**config.mk**
```make
export PLATFORM = sky130hd
export DESIGN_NAME = load_store_unit
export DESIGN_NICKNAME = d
export VERILOG_FILES = /design/src/rtl/lsu_pkg.sv /design/src/rtl/lsu_lane_align.sv /design/src/rtl/load_store_unit.sv
export SDC_FILE = /design/constraint.sdc
export NUM_CORES = 1
export LEC_CHECK = 0
export CORE_MARGIN = 2
export CORE_UTILIZATION = 52
export CTS_BUF_LIST = sky130_fd_sc_hd__clkbuf_2
export DETAILED_ROUTE_END_ITERATION = 6
export GPL_TIMING_DRIVEN = 0
export PLACE_DENSITY = 0.94
export SLEW_MARGIN = 20
export SYNTH_ARGS = -nofsm -noshare
export SYNTH_HDL_FRONTEND = slang
export SYNTH_SLANG_ARGS = --single-unit
```
**constraint.sdc**
```tcl
create_clock -name clock -period 3.5 [get_ports clock]
set_input_delay 0.525 -clock clock [delete_from_list [all_inputs] [get_ports clock]]
set_output_delay 0.525 -clock clock [all_outputs]
set_load 0.02 [all_outputs]
```
**src/rtl/lsu_pkg.sv**
```systemverilog
// Shared definitions for the load/store unit: RV32I width codes
// and the FSM state encoding.
package lsu_pkg;

  localparam logic [2:0] F3_B  = 3'b000;
  localparam logic [2:0] F3_H  = 3'b001;
  localparam logic [2:0] F3_W  = 3'b010;
  localparam logic [2:0] F3_BU = 3'b100;
  localparam logic [2:0] F3_HU = 3'b101;

  typedef enum logic [1:0] {
    ST_IDLE  = 2'd0,
    ST_READ  = 2'd1,
    ST_WRITE = 2'd2,
    ST_RESP  = 2'd3
  } lsu_state_e;

  function automatic logic f3_known(input logic [2:0] f3);
    logic ok;
    ok = 1'b0;
    case (f3)
      F3_B, F3_H, F3_W, F3_BU, F3_HU: ok = 1'b1;
      default: ok = 1'b0;
    endcase
    return ok;
  endfunction

endpackage

```
**src/rtl/lsu_lane_align.sv**
```systemverilog
// Byte/half lane handling: load extract + extend, store merge into
// the word read back from memory.
module lsu_lane_align
  import lsu_pkg::*;
(
  input  logic [2:0]  funct3_i,
  input  logic [1:0]  off_i,
  input  logic [31:0] rword_i,
  input  logic [31:0] wdata_i,
  output logic [31:0] load_o,
  output logic [31:0] store_o
);

  logic [7:0]  byte_v;
  logic [15:0] half_v;

  // Halfwords only look at off_i[1]; odd offsets are either
  // trapped upstream or silently rounded down.
  always_comb begin
    byte_v  = rword_i[{off_i, 3'b000} +: 8];
    half_v  = off_i[1] ? rword_i[31:16] : rword_i[15:0];
    load_o  = rword_i;
    store_o = rword_i;
    case (funct3_i)
      F3_B:    load_o = {{24{byte_v[7]}}, byte_v};
      F3_BU:   load_o = {24'h0, byte_v};
      F3_H:    load_o = {{16{half_v[15]}}, half_v};
      F3_HU:   load_o = {16'h0, half_v};
      default: load_o = rword_i;
    endcase
    case (funct3_i)
      F3_B: store_o[{off_i, 3'b000} +: 8] = wdata_i[7:0];
      F3_H: begin
        if (off_i[1]) store_o[31:16] = wdata_i[15:0];
        else          store_o[15:0]  = wdata_i[15:0];
      end
      default: store_o = wdata_i;
    endcase
  end

endmodule

```
**src/rtl/load_store_unit.sv**
```systemverilog
// RV32I load/store unit with read-modify-write sub-word stores.
// Define LSU_MISALIGN_TRAP_EN to trap misaligned H/W accesses.
module load_store_unit
  import lsu_pkg::*;
#(
  parameter int ADDR_WIDTH = 32
) (
  input  logic                  clock,
  input  logic                  reset_n,
  input  logic                  req_valid,
  output logic                  req_ready,
  input  logic                  req_write,
  input  logic [2:0]            req_funct3,
  input  logic [ADDR_WIDTH-1:0] req_addr,
  input  logic [31:0]           req_wdata,
  output logic                  resp_valid,
  output logic [31:0]           resp_rdata,
  output logic                  resp_err,
  output logic [ADDR_WIDTH-1:0] address,
  output logic [31:0]           writeData,
  output logic                  writeEnable,
  output logic                  readEnable,
  input  logic [31:0]           readData
);

  lsu_state_e state_q, state_d;

  logic [2:0]            f3_q;
  logic [ADDR_WIDTH-1:0] addr_q;
  logic [31:0]           wdata_q;
  logic                  write_q;
  logic                  err_q;
  logic [31:0]           word_q;

  logic        hs;
  logic        req_err;
  logic [31:0] load_v;
  logic [31:0] store_v;

  assign hs = req_valid & req_ready;

  always_comb begin
    req_err = ~f3_known(req_funct3);
    if (req_write && req_funct3[2]) req_err = 1'b1;
`ifdef LSU_MISALIGN_TRAP_EN
    if (req_funct3[1:0] == 2'b01 && req_addr[0])
      req_err = 1'b1;
    if (req_funct3 == F3_W && req_addr[1:0] != 2'b00)
      req_err = 1'b1;
`endif
  end

  always_ff @(posedge clock or negedge reset_n) begin
    if (!reset_n) state_q <= ST_IDLE;
    else          state_q <= state_d;
  end

  always_comb begin
    state_d = state_q;
    unique case (state_q)
      ST_IDLE: begin
        if (hs) begin
          if (req_err)
            state_d = ST_RESP;
          else if (req_write && req_funct3 == F3_W)
            state_d = ST_WRITE;
          else
            state_d = ST_READ;
        end
      end
      ST_READ:  state_d = write_q ? ST_WRITE : ST_RESP;
      ST_WRITE: state_d = ST_RESP;
      ST_RESP:  state_d = ST_IDLE;
    endcase
  end

  always_ff @(posedge clock or negedge reset_n) begin
    if (!reset_n) begin
      f3_q    <= '0;
      addr_q  <= '0;
      wdata_q <= '0;
      write_q <= 1'b0;
      err_q   <= 1'b0;
      word_q  <= '0;
    end else begin
      if (hs) begin
        f3_q    <= req_funct3;
        addr_q  <= req_addr;
        wdata_q <= req_wdata;
        write_q <= req_write;
        err_q   <= req_err;
      end
      if (state_q == ST_READ) word_q <= readData;
    end
  end

  lsu_lane_align u_align (
    .funct3_i (f3_q),
    .off_i    (addr_q[1:0]),
    .rword_i  (word_q),
    .wdata_i  (wdata_q),
    .load_o   (load_v),
    .store_o  (store_v)
  );

  always_comb begin
    req_ready   = reset_n && state_q == ST_IDLE;
    readEnable  = state_q == ST_READ;
    writeEnable = state_q == ST_WRITE;
    resp_valid  = state_q == ST_RESP;
    resp_err    = resp_valid && err_q;
    address     = {addr_q[ADDR_WIDTH-1:2], 2'b00};
    writeData   = writeEnable ? store_v : 32'h0;
    resp_rdata  = 32'h0;
    if (resp_valid && !err_q && !write_q)
      resp_rdata = load_v;
  end

endmodule

```
---- After elaboration in Yosys (flattened, before gate mapping) ----
Index checks and enable logic that the tools add are counted.
word-level totals
  input bits .............................. 103
  flip-flop bits (word level) ............. 103
operators by class
  equality and inequality tests ........... 11
  shift operators ......................... 3
  add/subtract/negate cells ............... 1
  bitwise operators ....................... 2
  muxes and demuxes ....................... 15
  reductions and logical operators ........ 12
operators with widths
  operator                  count
  $pmux W32 S4              1
  $mux W32                  2
  $pmux W32 S2              1
  $mux W16                  3
  $bwmux W32                1
  $shift A8 B7 Y32 const A  1
  $shiftx A32 B6 Y8         1
  $shiftx A8 B7 Y32         1
  $eq A3 B3 Y1 const B      4
  $pmux W2 S4               1
  $neg A5 Y7                1
  $eq A3 B1 Y1 const B      2
  $logic_and A1 B1 Y1       6
  $logic_not A3 Y1          2
  $mux W2                   3
  $reduce_or A5 Y1          1
  $eq A2 B2 Y1 const B      2
  $eq A3 B2 Y1 const B      1
  $mux W1                   3
  $eq A2 B1 Y1 const B      1
  $logic_not A1 Y1          2
  $logic_not A2 Y1          1
  $ne A2 B2 Y1 const B      1
  $and A1 B1 Y1             1
  $not A1 Y1                1

---- Logic depth before layout (Yosys ltp) ----
Gate-level depths: netlist (run 1).
  word-level depth ........................ 8
  gate-level depth with buffers ........... 9
  mapped depth without buffers ............ 5

---- Hierarchy ----
A second synthesis (run 1) with hierarchy kept.
second synthesis, totals
  cells, all modules ...................... 643
  area, all modules ....................... 6379.9 µm²
by module, submodules not included
  module           instances  cells each  sequential area each (µm²)  area each (µm²)
  load_store_unit  1          342         2577.5                      4619.4
  lsu_lane_align   1          301         0.0                         1760.4

---- Worst setup path after synthesis (run 1) ----
No wires, ideal clock.
  path type ............................... register to output
  start ................................... register state_q[0]
  end ..................................... output resp_rdata[0]
  required time ........................... 2.975 ns
  setup slack ............................. 0.697 ns
  stages on the path, launching flop included .. 5
  buffers on the path ..................... 1
  arrival time ............................ 2.278 ns
  cells stage by stage .................... dfrtp_1 ha_1 or3b_1 buf_6 a2111oi_0
between the ends
  cells in the longest elaborated chain, start to end .. 4
RTL lines
  what                              RTL line                source
  start: declaration                load_store_unit.sv:26   lsu_state_e state_q, state_d;
  start signal: assignment          load_store_unit.sv:55   else state_q <= state_d;
  $eq A2 B2 Y1                      load_store_unit.sv:110  resp_valid = state_q == ST_RESP;
  named net resp_valid              load_store_unit.sv:16   output logic resp_valid,
  $logic_and A1 B1 Y1 (2 in a row)  load_store_unit.sv:115  if (resp_valid && !err_q && !write_q)
  $mux W32                          load_store_unit.sv:115
  end: declaration                  load_store_unit.sv:17   output logic [31:0] resp_rdata,
The timed path passes the listed nets, and every way through them passes these cells.

---- Final worst setup path (run 1) ----
  start ................................... register addr_q[0]
  end ..................................... output writeData[19]
between the ends
  cells in the longest elaborated chain, start to end .. 5
  elaborated cells on any way between the ends .. 6
  classes of those cells .................. add/sub: 1; shift: 2; mux: 3
RTL lines
  what                                                          RTL line                source
  start: declaration                                            load_store_unit.sv:29   logic [ADDR_WIDTH-1:0] addr_q;
  start signal: assignment                                      load_store_unit.sv:88   addr_q <= req_addr;
  $neg A5 Y7 (*)                                                lsu_lane_align.sv:32    F3_B: store_o[{off_i, 3'b000} +: 8] = wdata_i[7:0];
  $shiftx A8 B7 Y32 / $shift A8 B7 Y32 (equally long branches)  lsu_lane_align.sv:32
  $bwmux W32 (*)                                                lsu_lane_align.sv:32
  $pmux W32 S2 (*)                                              lsu_lane_align.sv:31    case (funct3_i)
  $mux W32 (*)                                                  load_store_unit.sv:113  writeData = writeEnable ? store_v : 32'h0;
  end: declaration                                              load_store_unit.sv:20   output logic [31:0] writeData,
Mark *: on every way between the ends. The rest lies on a longest branch, timed or not.

==> impl_metrics.py, run 1 <==
metrics = {
    "status": {
        "run_status": "completed",
    },
    "detailed_routing": {
        "detail_route.wirelength_um": 21000,
        "drc": 0,
        "routed-via-count": 5923,
        "drtAntennaViolNets": 0,
        "route.detailed.vias_per_inst": 6.22,
        "wl_per_cell_um": 22.1,
        "detailedRoute.firstIterationViolations": 520,
        "dr.pass1.iters": 5,
    },
    "timing": {
        "timing.max_slew.rel_slack_pct": 63.9,
        "final.setup_skew_ns": 0.0370,
        "tns_ns": 0,
        "finalHoldViolCount": 0,
        "tightestPinTransition_ns": 0.541,
        "fin_crit_ns": 3.42,
        "max_clock_freq_mhz": 292,
        "maxSlewViolCount": 0,
        "final-setup-viol-count": 0,
        "period_share_pct": 97.8,
    },
    "hold_path": {
        "holdCritPathClass": "in2async",
    },
    "pwr": {
        "seq_power_share_pct": 30.4,
        "clock_power_share_pct": 6.1,
        "p_sw_share_pct": 47.2,
        "p_comb_share_pct": 63.5,
        "internal_power_mw": 4.50,
        "power_leakage_nw": 3.87,
        "power.switching_mw": 4.02,
        "irDropWorstVdd_v": 0.000575,
        "total_power_mw": 8.52,
        "power_density_nw_per_um2": 967,
    },
    "placement": {
        "routabilityCongestion": 0.958,
        "placement.io_buffers": 201,
        "postPlaceCellArea_um2": 8620,
        "dpl.hpwl_um": 15800,
    },
    "logic_synthesis": {
        "synth-edff-count": 0,
        "ys_ff_latch": 103,
        "synth_area_leaders": "sky130_fd_sc_hd__dfrtp_1 40%, sky130_fd_sc_hd__mux2_2 19%, sky130_fd_sc_hd__buf_4 4.2%",
        "portion_of_the_post_synthesis_area_used_by_sequential_elements_pct": 40.3,
        "syn_area_per_cell_um2": 11.0,
        "synth_area_um2": 6400,
        "synth_cell_types": 50,
        "yosys_top_cell_area_share_pct": 40.3,
        "synth.yosys.warnings": 0,
        "synthDominantAreaCellType": "sky130_fd_sc_hd__dfrtp_1",
        "synthCells": 579,
        "synth-async-reset-ratio_pct": 100,
        "synth_ff_type": "sky130_fd_sc_hd__dfrtp_1",
    },
    "clocking": {
        "skew_pair_late_insertion_delay_ns": 0.64,
        "clk_root_buffer_cell": "sky130_fd_sc_hd__clkbuf_2",
        "clock_sink_count": 103,
        "tritoncts": "yes",
        "cts.clk_slew.worst_paths_ns": 0.30,
        "cts_made_buffers": 9,
        "htree_num_levels": 3,
        "clock_tree.buffer_depth": 2,
    },
    "worst_setup_path": {
        "critical_path.max_fanout": 10,
        "worst_ep_arrival_time_ns": 2.90,
        "worstSetupEndpointType": "output pin",
        "worst_setup_path_start_kind": "register",
        "critical_path_required_ns": 2.97,
        "timing.setup.critical_path_class": "reg2out",
    },
    "cells_and_area": {
        "antennaDiodeCount": 0,
        "finalInstanceArea_um2": 8810,
        "final_cell_utilization_of_the_core_pct": 73.4,
        "share_of_post_route_cells_with_drive_strength_above_1_pct": 35.2,
        "area.growth.synth_to_final_pct": 37.8,
        "layout.nets": 915,
    },
    "die": {
        "floorplan.io_pins": 204,
        "rows": 40,
        "chipHeight_um": 115,
        "chipWidth_um": 115,
        "floorplan.die_area_um2": 13200,
        "design.core.area_um2": 12000,
        "initial_core_util_pct": 53.2,
    },
    "run": {
        "cap_violations": 0,
    },
    "global_route": {
        "globalRoute.totalOverflow": 0,
        "grt_usage_pct": 32.1,
        "grt_start_max_net_pins": 68,
        "grt_first_pass_wirelength_um": 32400,
        "number_of_global_route_vias_before_repair": 6110,
        "grt_antenna_before_repair": 0,
    },
}
state kept, by name, summed over array words and instances, names as in the netlist:
| name | flops |
|---|---|
| word_q | 32 |
| err_q | 1 |
| wdata_q | 32 |
| addr_q | 32 |
| f3_q | 3 |
| write_q | 1 |
| state_q | 2 |
cells in the final DEF, fill, tap and decap left out, types with 9 or more instances in the layout:
cell type	count
sky130_fd_sc_hd__dfrtp_1	102
sky130_fd_sc_hd__nand4_1	24
sky130_fd_sc_hd__nand2_1	10
sky130_fd_sc_hd__dlymetal6s2s_1	14
sky130_fd_sc_hd__dlygate4sd2_1	18
sky130_fd_sc_hd__buf_4	49
sky130_fd_sc_hd__a31oi_2	9
sky130_fd_sc_hd__a31oi_1	16
sky130_fd_sc_hd__o31ai_1	10
sky130_fd_sc_hd__buf_2	32
sky130_fd_sc_hd__o2bb2ai_2	10
sky130_fd_sc_hd__nand3_1	9
sky130_fd_sc_hd__clkbuf_1	11
sky130_fd_sc_hd__clkbuf_2	29
sky130_fd_sc_hd__o21ai_0	34
sky130_fd_sc_hd__clkdlybuf4s50_1	136
sky130_fd_sc_hd__mux2_2	109
sky130_fd_sc_hd__a21oi_1	26
sky130_fd_sc_hd__nor2_1	25
power groups by stage:
stage               Combinational [mW]  Clock [mW]  Sequential (mW)
floorplan                         3.58           0             2.19
global placement                  5.06           0             2.54
detailed placement                5.24           0             2.58
CTS                               5.24       0.530             2.54
global route                      5.76       0.577             2.63
finish                            5.41       0.517             2.59
worst paths after layout:
path,from,endpoint,slack (ns),cells after the start
setup / recovery,addr_q[0]$_DFFE_PN0P_,writeData[19],0.08,9
hold / removal,reset_n,word_q[0]$_DFFE_PN0P_,0.28,2
setup reg to reg,state_q[1]$_DFFE_PN0P_,word_q[25]$_DFFE_PN0P_,1.32,5
hold reg to reg,wdata_q[18]$_DFFE_PN0P_,wdata_q[18]$_DFFE_PN0P_,0.54,1
max in group asynchronous,reset_n,wdata_q[16]$_DFFE_PN0P_,2.54,3
min in group clock,readData[15],word_q[15]$_DFFE_PN0P_,0.42,3
cells by family (layout without fill, tap and decap cells):
family / after synthesis / count (layout) / share of synthesized area [%]
muxes: 120 / 120 / 22.7
and+or+nand+nor: 112 / 112 / 10.7
adders and majority gates: 10 / 10 / 1.96
AOI/OAI and AO/OA: 139 / 139 / 15.1
DFF: 103 / 103 / 40.3
buffers and inverters: 94 / 320 / 9.17
other: 1 / 2 / 0.0586
worst max-delay path, stage by stage, from the launching register on:
cell	delay [ns]
sky130_fd_sc_hd__dfrtp_1	0.45
sky130_fd_sc_hd__buf_6	0.12
sky130_fd_sc_hd__buf_12	0.13
sky130_fd_sc_hd__clkinvlp_4	0.12
sky130_fd_sc_hd__ha_1	0.22
sky130_fd_sc_hd__clkbuf_1	0.23
sky130_fd_sc_hd__mux2i_4	0.30
sky130_fd_sc_hd__a21oi_1	0.12
sky130_fd_sc_hd__a31oi_1	0.19
sky130_fd_sc_hd__dlygate4sd1_1	0.35
synthesized netlist by cell type (3+ instances only):
cell                        count
sky130_fd_sc_hd__a2111oi_0      4
sky130_fd_sc_hd__a21oi_1       26
sky130_fd_sc_hd__a221oi_1       8
sky130_fd_sc_hd__a31oi_1       25
sky130_fd_sc_hd__and2_1         5
sky130_fd_sc_hd__buf_1          3
sky130_fd_sc_hd__buf_2         22
sky130_fd_sc_hd__buf_4         36
sky130_fd_sc_hd__buf_6          6
sky130_fd_sc_hd__clkbuf_1      14
sky130_fd_sc_hd__clkbuf_2       3
sky130_fd_sc_hd__dfrtp_1      103
sky130_fd_sc_hd__ha_1          10
sky130_fd_sc_hd__inv_1          8
sky130_fd_sc_hd__mux2_2       109
sky130_fd_sc_hd__mux4_2         7
sky130_fd_sc_hd__nand2_1       10
sky130_fd_sc_hd__nand2b_1       4
sky130_fd_sc_hd__nand3_1       10
sky130_fd_sc_hd__nand3b_1       8
sky130_fd_sc_hd__nand4_1       24
sky130_fd_sc_hd__nor2_1        25
sky130_fd_sc_hd__nor2b_1        6
sky130_fd_sc_hd__nor3b_1        7
sky130_fd_sc_hd__o21ai_0       34
sky130_fd_sc_hd__o22ai_1        7
sky130_fd_sc_hd__o2bb2ai_1      6
sky130_fd_sc_hd__o2bb2ai_2     10
sky130_fd_sc_hd__o31ai_1       10
through the flow:
step,worst slack (ns),instances,hold slack [ns]
6_report,0.0761,953,0.276
5_1_grt,-0.0368,953,0.270
4_1_cts,0.00519,950,0.289
3_5_place_dp,-0.184,929,0.448
3_3_place_gp,-2.95,928,0.484
2_1_floorplan,0.697,580,0.229
routing by layer:
metal	vias up	GRT usage, %	share of wire [%]
met1	2820	38.4	36
met2	419	52.5	48
li1	2571	-	-
met5	-	0	0
met4	0	15.4	5.5
met3	113	10.5	11
area by class of cell:
cell class                      count  area, µm²
Multi-Input combinational cell    383       3330
Fill cell                         882       3200
Sequential cell                   103       2580
Timing Repair Buffer              214       2010
Buffer                             83        581
Tap cell                          147        184
Clock buffer                       11       55.1
Inverter                            8       37.5
Clock inverter                      4       31.3
what timing repair did:
action,in CTS,in global routing
endpoints found under the hold margin,36,0
resized for setup,113,87
buffers inserted,6,5
setup endpoints to repair,54,46
hold buffers,1,0
pin swaps,3,5
No activity file was read; power rests on OpenSTA's default activity.
==> run 2: changes to the inputs <==
--- a/config.mk
+++ b/config.mk
@@ -5,12 +5,12 @@
 export SDC_FILE = /design/constraint.sdc
 export NUM_CORES = 1
 export LEC_CHECK = 0
-export CORE_MARGIN = 2
+export CORE_MARGIN = 1.5
 export CORE_UTILIZATION = 52
 export CTS_BUF_LIST = sky130_fd_sc_hd__clkbuf_2
 export DETAILED_ROUTE_END_ITERATION = 6
 export GPL_TIMING_DRIVEN = 0
-export PLACE_DENSITY = 0.94
+export PLACE_DENSITY = 0.95
 export SLEW_MARGIN = 20
 export SYNTH_ARGS = -nofsm -noshare
 export SYNTH_HDL_FRONTEND = slang
==> run 2 against run 1 <==
  * Critical path depth did not move
  * Die area shrank 1.7%
  * Highest routed layer unchanged
  * Global-route usage about the same
  * Design area increased by 0.31%
  * Sequential share of layout area down 0.091 points
  * The flow now finishes with violations (design-rule violations)
  * Clock power rose by 12%
  * Critical path type unchanged
  * Flip-flop and latch count did not move
  * Register-to-register slack is essentially flat
  * Worst setup slack improved by 0.043 ns
  * Final cell count grew 0.31%
  * First-iteration DRC count is 5.6% higher
==> impl_metrics.py, run 2 (synthesized netlist as in run 1, its figures left out) <==
metrics = {
    "status": {
        "run_status": "complete, but fails checks",
        "failing_checks": "design-rule violations",
    },
    "detailed_routing": {
        "drc": 7,
        "route.detailed.vias_per_inst": 6.12,
        "wl_per_cell_um": 21.5,
        "detailedRoute.firstIterationViolations": 549,
        "detail_route.wirelength_um": 20600,
        "dr.pass1.iters": 7,
        "routed-via-count": 5848,
        "drtAntennaViolNets": 0,
    },
    "die": {
        "rows": 40,
        "floorplan.die_area_um2": 13000,
        "floorplan.io_pins": 204,
        "design.core.area_um2": 12000,
        "chipHeight_um": 114,
        "chipWidth_um": 114,
        "initial_core_util_pct": 53.2,
    },
    "worst_setup_path": {
        "critical_path.max_fanout": 10,
        "worst_setup_path_start_kind": "register",
        "worstSetupEndpointType": "output pin",
        "critical_path_required_ns": 2.97,
        "timing.setup.critical_path_class": "reg2out",
        "critPathLaunch": "addr_q[0]$_DFFE_PN0P_",
        "worst_ep_arrival_time_ns": 2.86,
        "timing.rr.start": "state_q[1]$_DFFE_PN0P_",
    },
    "global_route": {
        "globalRoute.totalOverflow": 0,
        "grt_usage_pct": 32.1,
        "number_of_global_route_vias_before_repair": 6037,
        "grt_start_max_net_pins": 76,
        "grt_first_pass_wirelength_um": 31700,
        "grt_antenna_before_repair": 0,
    },
    "timing": {
        "max_clock_freq_mhz": 296,
        "grt_setup_unrepaired": "yes",
        "fin_hold_ws_ns": 0.317,
        "period_share_pct": 96.6,
        "maxSlewViolCount": 0,
        "tightestPinTransition_ns": 0.526,
        "final.setup.worst_slack_ns": 0.119,
        "timing.max_slew.rel_slack_pct": 64.9,
        "final-setup-viol-count": 0,
        "fin_crit_ns": 3.38,
        "tns_ns": 0,
        "final.setup_skew_ns": 0.0221,
        "finalHoldViolCount": 0,
    },
    "clocking": {
        "cts_made_buffers": 9,
        "tritoncts": "yes",
        "skew_pair_late_insertion_delay_ns": 0.61,
        "clock_sink_count": 103,
        "cts.clk_slew.worst_paths_ns": 0.26,
        "htree_num_levels": 3,
        "clock_tree.buffer_depth": 2,
        "clk_root_buffer_cell": "sky130_fd_sc_hd__clkbuf_2",
    },
    "cells_and_area": {
        "layout.nets": 918,
        "finalInstanceArea_um2": 8840,
        "reg.largest.list": "addr_q: 32 flops, wdata_q: 32 flops, word_q: 32 flops",
        "seq_area_um2": 2580,
        "mostFrequentLayoutCells": "136 x sky130_fd_sc_hd__clkdlybuf4s50_1, 109 x sky130_fd_sc_hd__mux2_2, 102 x sky130_fd_sc_hd__dfrtp_1",
        "layout_commonest_cell": "sky130_fd_sc_hd__clkdlybuf4s50_1",
        "filler_cell_count": 890,
        "final_cell_utilization_of_the_core_pct": 73.6,
        "area_of_the_multi_input_gates_um2": 3270,
        "area.growth.synth_to_final_pct": 38.2,
        "antennaDiodeCount": 0,
        "share_of_post_route_cells_with_drive_strength_above_1_pct": 33.6,
    },
    "placement": {
        "postPlaceCellArea_um2": 8620,
        "placement.io_buffers": 201,
        "dpl_worst_slack_ns": -0.201,
        "routabilityCongestion": 0.922,
        "dpl.hpwl_um": 15700,
    },
    "hold_path": {
        "holdCritPathClass": "in2async",
    },
    "pwr": {
        "power_density_nw_per_um2": 964,
        "irDropWorstVdd_v": 0.000476,
        "power_leakage_nw": 3.90,
    },
    "run": {
        "cap_violations": 0,
    },
}
run 2: cell types whose count changed in the layout (fill, tap and decap cells not counted), moves of 3 or more:
cell and delta:
sky130_fd_sc_hd__a31oi_1 +7, sky130_fd_sc_hd__a31oi_2 -7, sky130_fd_sc_hd__clkbuf_2 -7, sky130_fd_sc_hd__dlygate4sd2_1 +6
sky130_fd_sc_hd__clkdlybuf4s15_2 +4, sky130_fd_sc_hd__buf_2 -3, sky130_fd_sc_hd__buf_4 +3
run 2: critical path: stages (launching register included):
cell,delay [ns]
sky130_fd_sc_hd__dfrtp_1,0.45
sky130_fd_sc_hd__buf_6,0.12
sky130_fd_sc_hd__buf_8,0.13
sky130_fd_sc_hd__clkinvlp_4,0.13
sky130_fd_sc_hd__ha_1,0.24
sky130_fd_sc_hd__nor4bb_1,0.24
sky130_fd_sc_hd__buf_2,0.22
sky130_fd_sc_hd__nand3b_1,0.09
sky130_fd_sc_hd__a31oi_1,0.26
sky130_fd_sc_hd__dlygate4sd2_1,0.37
run 2: worst paths after layout:
check                                     endpoint  slack (ns)  cells after the start
min in group clock          word_q[15]$_DFFE_PN0P_        0.47                      3
setup / recovery                     writeData[26]        0.12                      9
max in group asynchronous    addr_q[1]$_DFFE_PN0P_        2.55                      3
hold / removal               word_q[5]$_DFFE_PN0P_        0.32                      2
hold reg to reg            wdata_q[24]$_DFFE_PN0P_        0.54                      1
setup reg to reg            word_q[30]$_DFFE_PN0P_        1.32                      5
run 2: layer usage:
metal	GRT usage, %	vias up	wire length [µm]
met5	0	-	0
met4	17.1	0	935
met3	6.96	83	1980
met2	55.3	381	10200
met1	37.6	2804	7470
li1	-	2580	-
run 2: where the power goes:
part	internal (mW)	switching (mW)	leakage, nW
combinational	2.62	2.74	2.60
clock	0.171	0.409	0.0728
sequential	1.79	0.786	1.22
run 2: cell type report:
class	count	area share [%]
repair buffers	217	23.6
inverters	8	0.425
clock buffers	11	0.623
well taps	147	2.08
flip-flops and latches	103	29.2
multi-input cells	383	37.0
plain buffers	83	6.44
clock inverters	4	0.594
run 2: metrics by stage:
step / power (mW) / instances
5_1_grt: 8.97 / 956
2_1_floorplan: 5.77 / 580
4_1_cts: 8.33 / 949
6_report: 8.52 / 956
3_5_place_dp: 7.81 / 929
3_3_place_gp: 7.60 / 928
run 2: what timing repair did:
item / 4_1_cts / 5_1_grt
hold endpoints to repair: 30 / 0
setup buffers: 5 / 9
cloned: 0 / 0
resized for setup: 110 / 55
pin swaps: 2 / 3
setup endpoints to repair: 51 / 46
hold buffers: 1 / 0
==> run 3: changes to the inputs <==
--- a/config.mk
+++ b/config.mk
@@ -11,7 +11,7 @@
 export DETAILED_ROUTE_END_ITERATION = 6
 export GPL_TIMING_DRIVEN = 0
 export PLACE_DENSITY = 0.95
-export SLEW_MARGIN = 20
+export SLEW_MARGIN = 40
 export SYNTH_ARGS = -nofsm -noshare
 export SYNTH_HDL_FRONTEND = slang
 export SYNTH_SLANG_ARGS = --single-unit
==> run 3 against run 2 <==
  * The flow now finishes without violations
  * Via count hardly changed
  * Final cell count fell by 0.31%
  * Design area down 0.31%
  * Hold slack got worse by 0.038 ns
  * Die area did not move
  * Sequential power about the same
  * Non-clock buffer count shrank 4
  * Maximum frequency fell by 1.1%
  * Power hardly changed
  * Critical endpoint is now writeData[6]
==> impl_metrics.py, run 3 (synthesized netlist as in run 1, its figures left out) <==
metrics = {
    "detailed_routing": {
        "drtAntennaViolNets": 0,
        "top_signal_layer_used": "met4",
        "detail_route.wirelength_um": 20700,
        "route.detailed.vias_per_inst": 6.13,
        "met2_routed_wl_um": 10000,
        "routed-via-count": 5843,
        "wl_per_cell_um": 21.7,
        "drc": 0,
        "dr_wl_met3_um": 2030,
        "detailedRoute.firstIterationViolations": 510,
        "detail_route.wirelength.met1_um": 7600,
        "dr.pass1.iters": 5,
    },
    "placement": {
        "dp_cells": 929,
        "dpl.hpwl_um": 15600,
        "routabilityCongestion": 0.922,
        "placement.io_buffers": 201,
    },
    "cells_and_area": {
        "share_of_post_route_cells_with_drive_strength_above_1_pct": 33.9,
        "final_cell_utilization_of_the_core_pct": 73.4,
        "mostFrequentLayoutCells": "136 x sky130_fd_sc_hd__clkdlybuf4s50_1, 109 x sky130_fd_sc_hd__mux2_2, 102 x sky130_fd_sc_hd__dfrtp_1",
        "layout_commonest_cell": "sky130_fd_sc_hd__clkdlybuf4s50_1",
        "antennaDiodeCount": 0,
        "finish.cell_count_without_fillers": 953,
        "reg.largest.list": "addr_q: 32 flops, wdata_q: 32 flops, word_q: 32 flops",
        "layout.nets": 914,
        "area.growth.synth_to_final_pct": 37.8,
    },
    "timing": {
        "final.setup_skew_ns": 0.0422,
        "tightestPinTransition_ns": 0.522,
        "timing.max_slew.rel_slack_pct": 65.1,
        "final-setup-viol-count": 0,
        "maxSlewViolCount": 0,
        "period_share_pct": 97.7,
        "finalHoldViolCount": 0,
        "fin_crit_ns": 3.42,
        "max_clock_freq_mhz": 292,
    },
    "worst_setup_path": {
        "critical-path-max-stage-delay_ns": 0.45,
        "cp_slowest_cell": "sky130_fd_sc_hd__dfrtp_1",
        "crit_cells": 10,
        "critical_path.max_fanout": 10,
        "critical-path-top-delay-family": "buffers and inverters",
        "timing.setup.critical_path_class": "reg2out",
        "reg2regPathDepth": 5,
        "path_buf_inv": 6,
        "worst_ep_arrival_time_ns": 2.89,
        "worstSetupEndpointType": "output pin",
        "critical_path_required_ns": 2.97,
        "critical_path.cell_chain": "buf_6 -> buf_8 -> clkinvlp_4 -> ha_4 -> clkbuf_4 -> nor4b_4 -> buf_6 -> o31ai_1 -> a21oi_1 -> buf_2",
        "cpMostUsedCell": "sky130_fd_sc_hd__buf_6",
        "worst_setup_path_start_kind": "register",
    },
    "die": {
        "chipHeight_um": 114,
        "floorplan.io_pins": 204,
        "initial_core_util_pct": 53.2,
        "floorplan.die_area_um2": 13000,
        "rows": 40,
        "chipWidth_um": 114,
        "design.core.area_um2": 12000,
    },
    "global_route": {
        "grt_first_pass_wirelength_um": 31600,
        "grt_antenna_before_repair": 0,
        "grt_start_max_net_pins": 75,
        "number_of_global_route_vias_before_repair": 6067,
        "globalRoute.totalOverflow": 0,
        "grt_usage_pct": 32.1,
    },
    "clocking": {
        "htree_num_levels": 3,
        "skew_pair_late_insertion_delay_ns": 0.63,
        "clock_tree.buffer_depth": 2,
        "tritoncts": "yes",
        "cts_made_buffers": 9,
        "cts.clk_slew.worst_paths_ns": 0.28,
        "clk_root_buffer_cell": "sky130_fd_sc_hd__clkbuf_2",
        "clock_sink_count": 103,
    },
    "hold_path": {
        "holdCritPathClass": "in2async",
    },
    "pwr": {
        "power_density_nw_per_um2": 966,
        "irDropWorstVdd_v": 0.000511,
        "power_leakage_nw": 3.86,
    },
    "run": {
        "cap_violations": 0,
    },
    "status": {
        "run_status": "completed",
    },
}
run 3: cell types whose count changed in the layout (fill, tap and decap cells not counted), sizes merged:
cell	before	now
dlygate4sd2	24	27
clkbuf	33	37
buf	95	90
dlymetal6s2s	14	12
clkdlybuf4s15	8	4
clkinv	1	2
run 3: worst paths after layout:
check,to,slack (ns),from
min in group clock,word_q[15]$_DFFE_PN0P_,0.43,readData[15]
max,writeData[6],0.08,addr_q[0]$_DFFE_PN0P_
min reg2reg,wdata_q[24]$_DFFE_PN0P_,0.54,wdata_q[24]$_DFFE_PN0P_
min,word_q[17]$_DFFE_PN0P_,0.28,reset_n
max in group asynchronous,addr_q[19]$_DFFE_PN0P_,2.58,reset_n
max reg2reg,word_q[24]$_DFFE_PN0P_,1.36,state_q[1]$_DFFE_PN0P_
run 3: power by group:
part,switching (mW),internal (mW)
clock,0.414,0.172
combinational,2.75,2.59
sequential,0.803,1.79
total,3.97,4.55
run 3: cell type report:
| class | instances | area, µm² |
|---|---|---|
| plain buffers | 83 | 571 |
| clock buffers | 11 | 55.1 |
| clock inverters | 5 | 55.1 |
| fillers | 871 | 3200 |
| inverters | 8 | 37.5 |
| multi-input cells | 383 | 3300 |
| flip-flops and latches | 103 | 2580 |
| well taps | 147 | 184 |
| repair buffers | 213 | 2030 |
run 3: routing by layer:
metal / GRT usage, % / vias to the layer above
met5: 0 / -
met4: 18.8 / 0
met3: 8.02 / 89
met2: 54.6 / 393
met1: 36.8 / 2795
li1: - / 2566
run 3: worst register-to-register path: cells and delay by family, from the launching register on:
kind | cells | cell delay [ns]
buffers and inverters | 3 | 0.99
flip-flops | 1 | 0.47
multiplexers | 1 | 0.40
adder cells (fa/ha/maj) | 1 | 0.20
run 3: what timing repair did:
action,CTS,global route
hold buffers,1,0
pin swaps,4,2
hold endpoints to repair,31,0
gates resized for setup,111,58
buffers inserted,6,4
endpoints found under the setup margin,56,44
run 3: per-stage QoR:
step / hold slack, ns / cell area (µm²) / TNS, ns / worst slack, ns / total power, mW
6_report: 0.279 / 8810 / 0 / 0.0811 / 8.51
5_1_grt: 0.257 / 8810 / -0.0560 / -0.0195 / 8.94
4_1_cts: 0.247 / 8750 / 0 / 0.0000435 / 8.34
3_5_place_dp: 0.399 / 8630 / -1.39 / -0.190 / 7.81
3_3_place_gp: 0.487 / 8600 / -399.33 / -3.00 / 7.60
2_1_floorplan: 0.229 / 6400 / 0 / 0.697 / 5.77
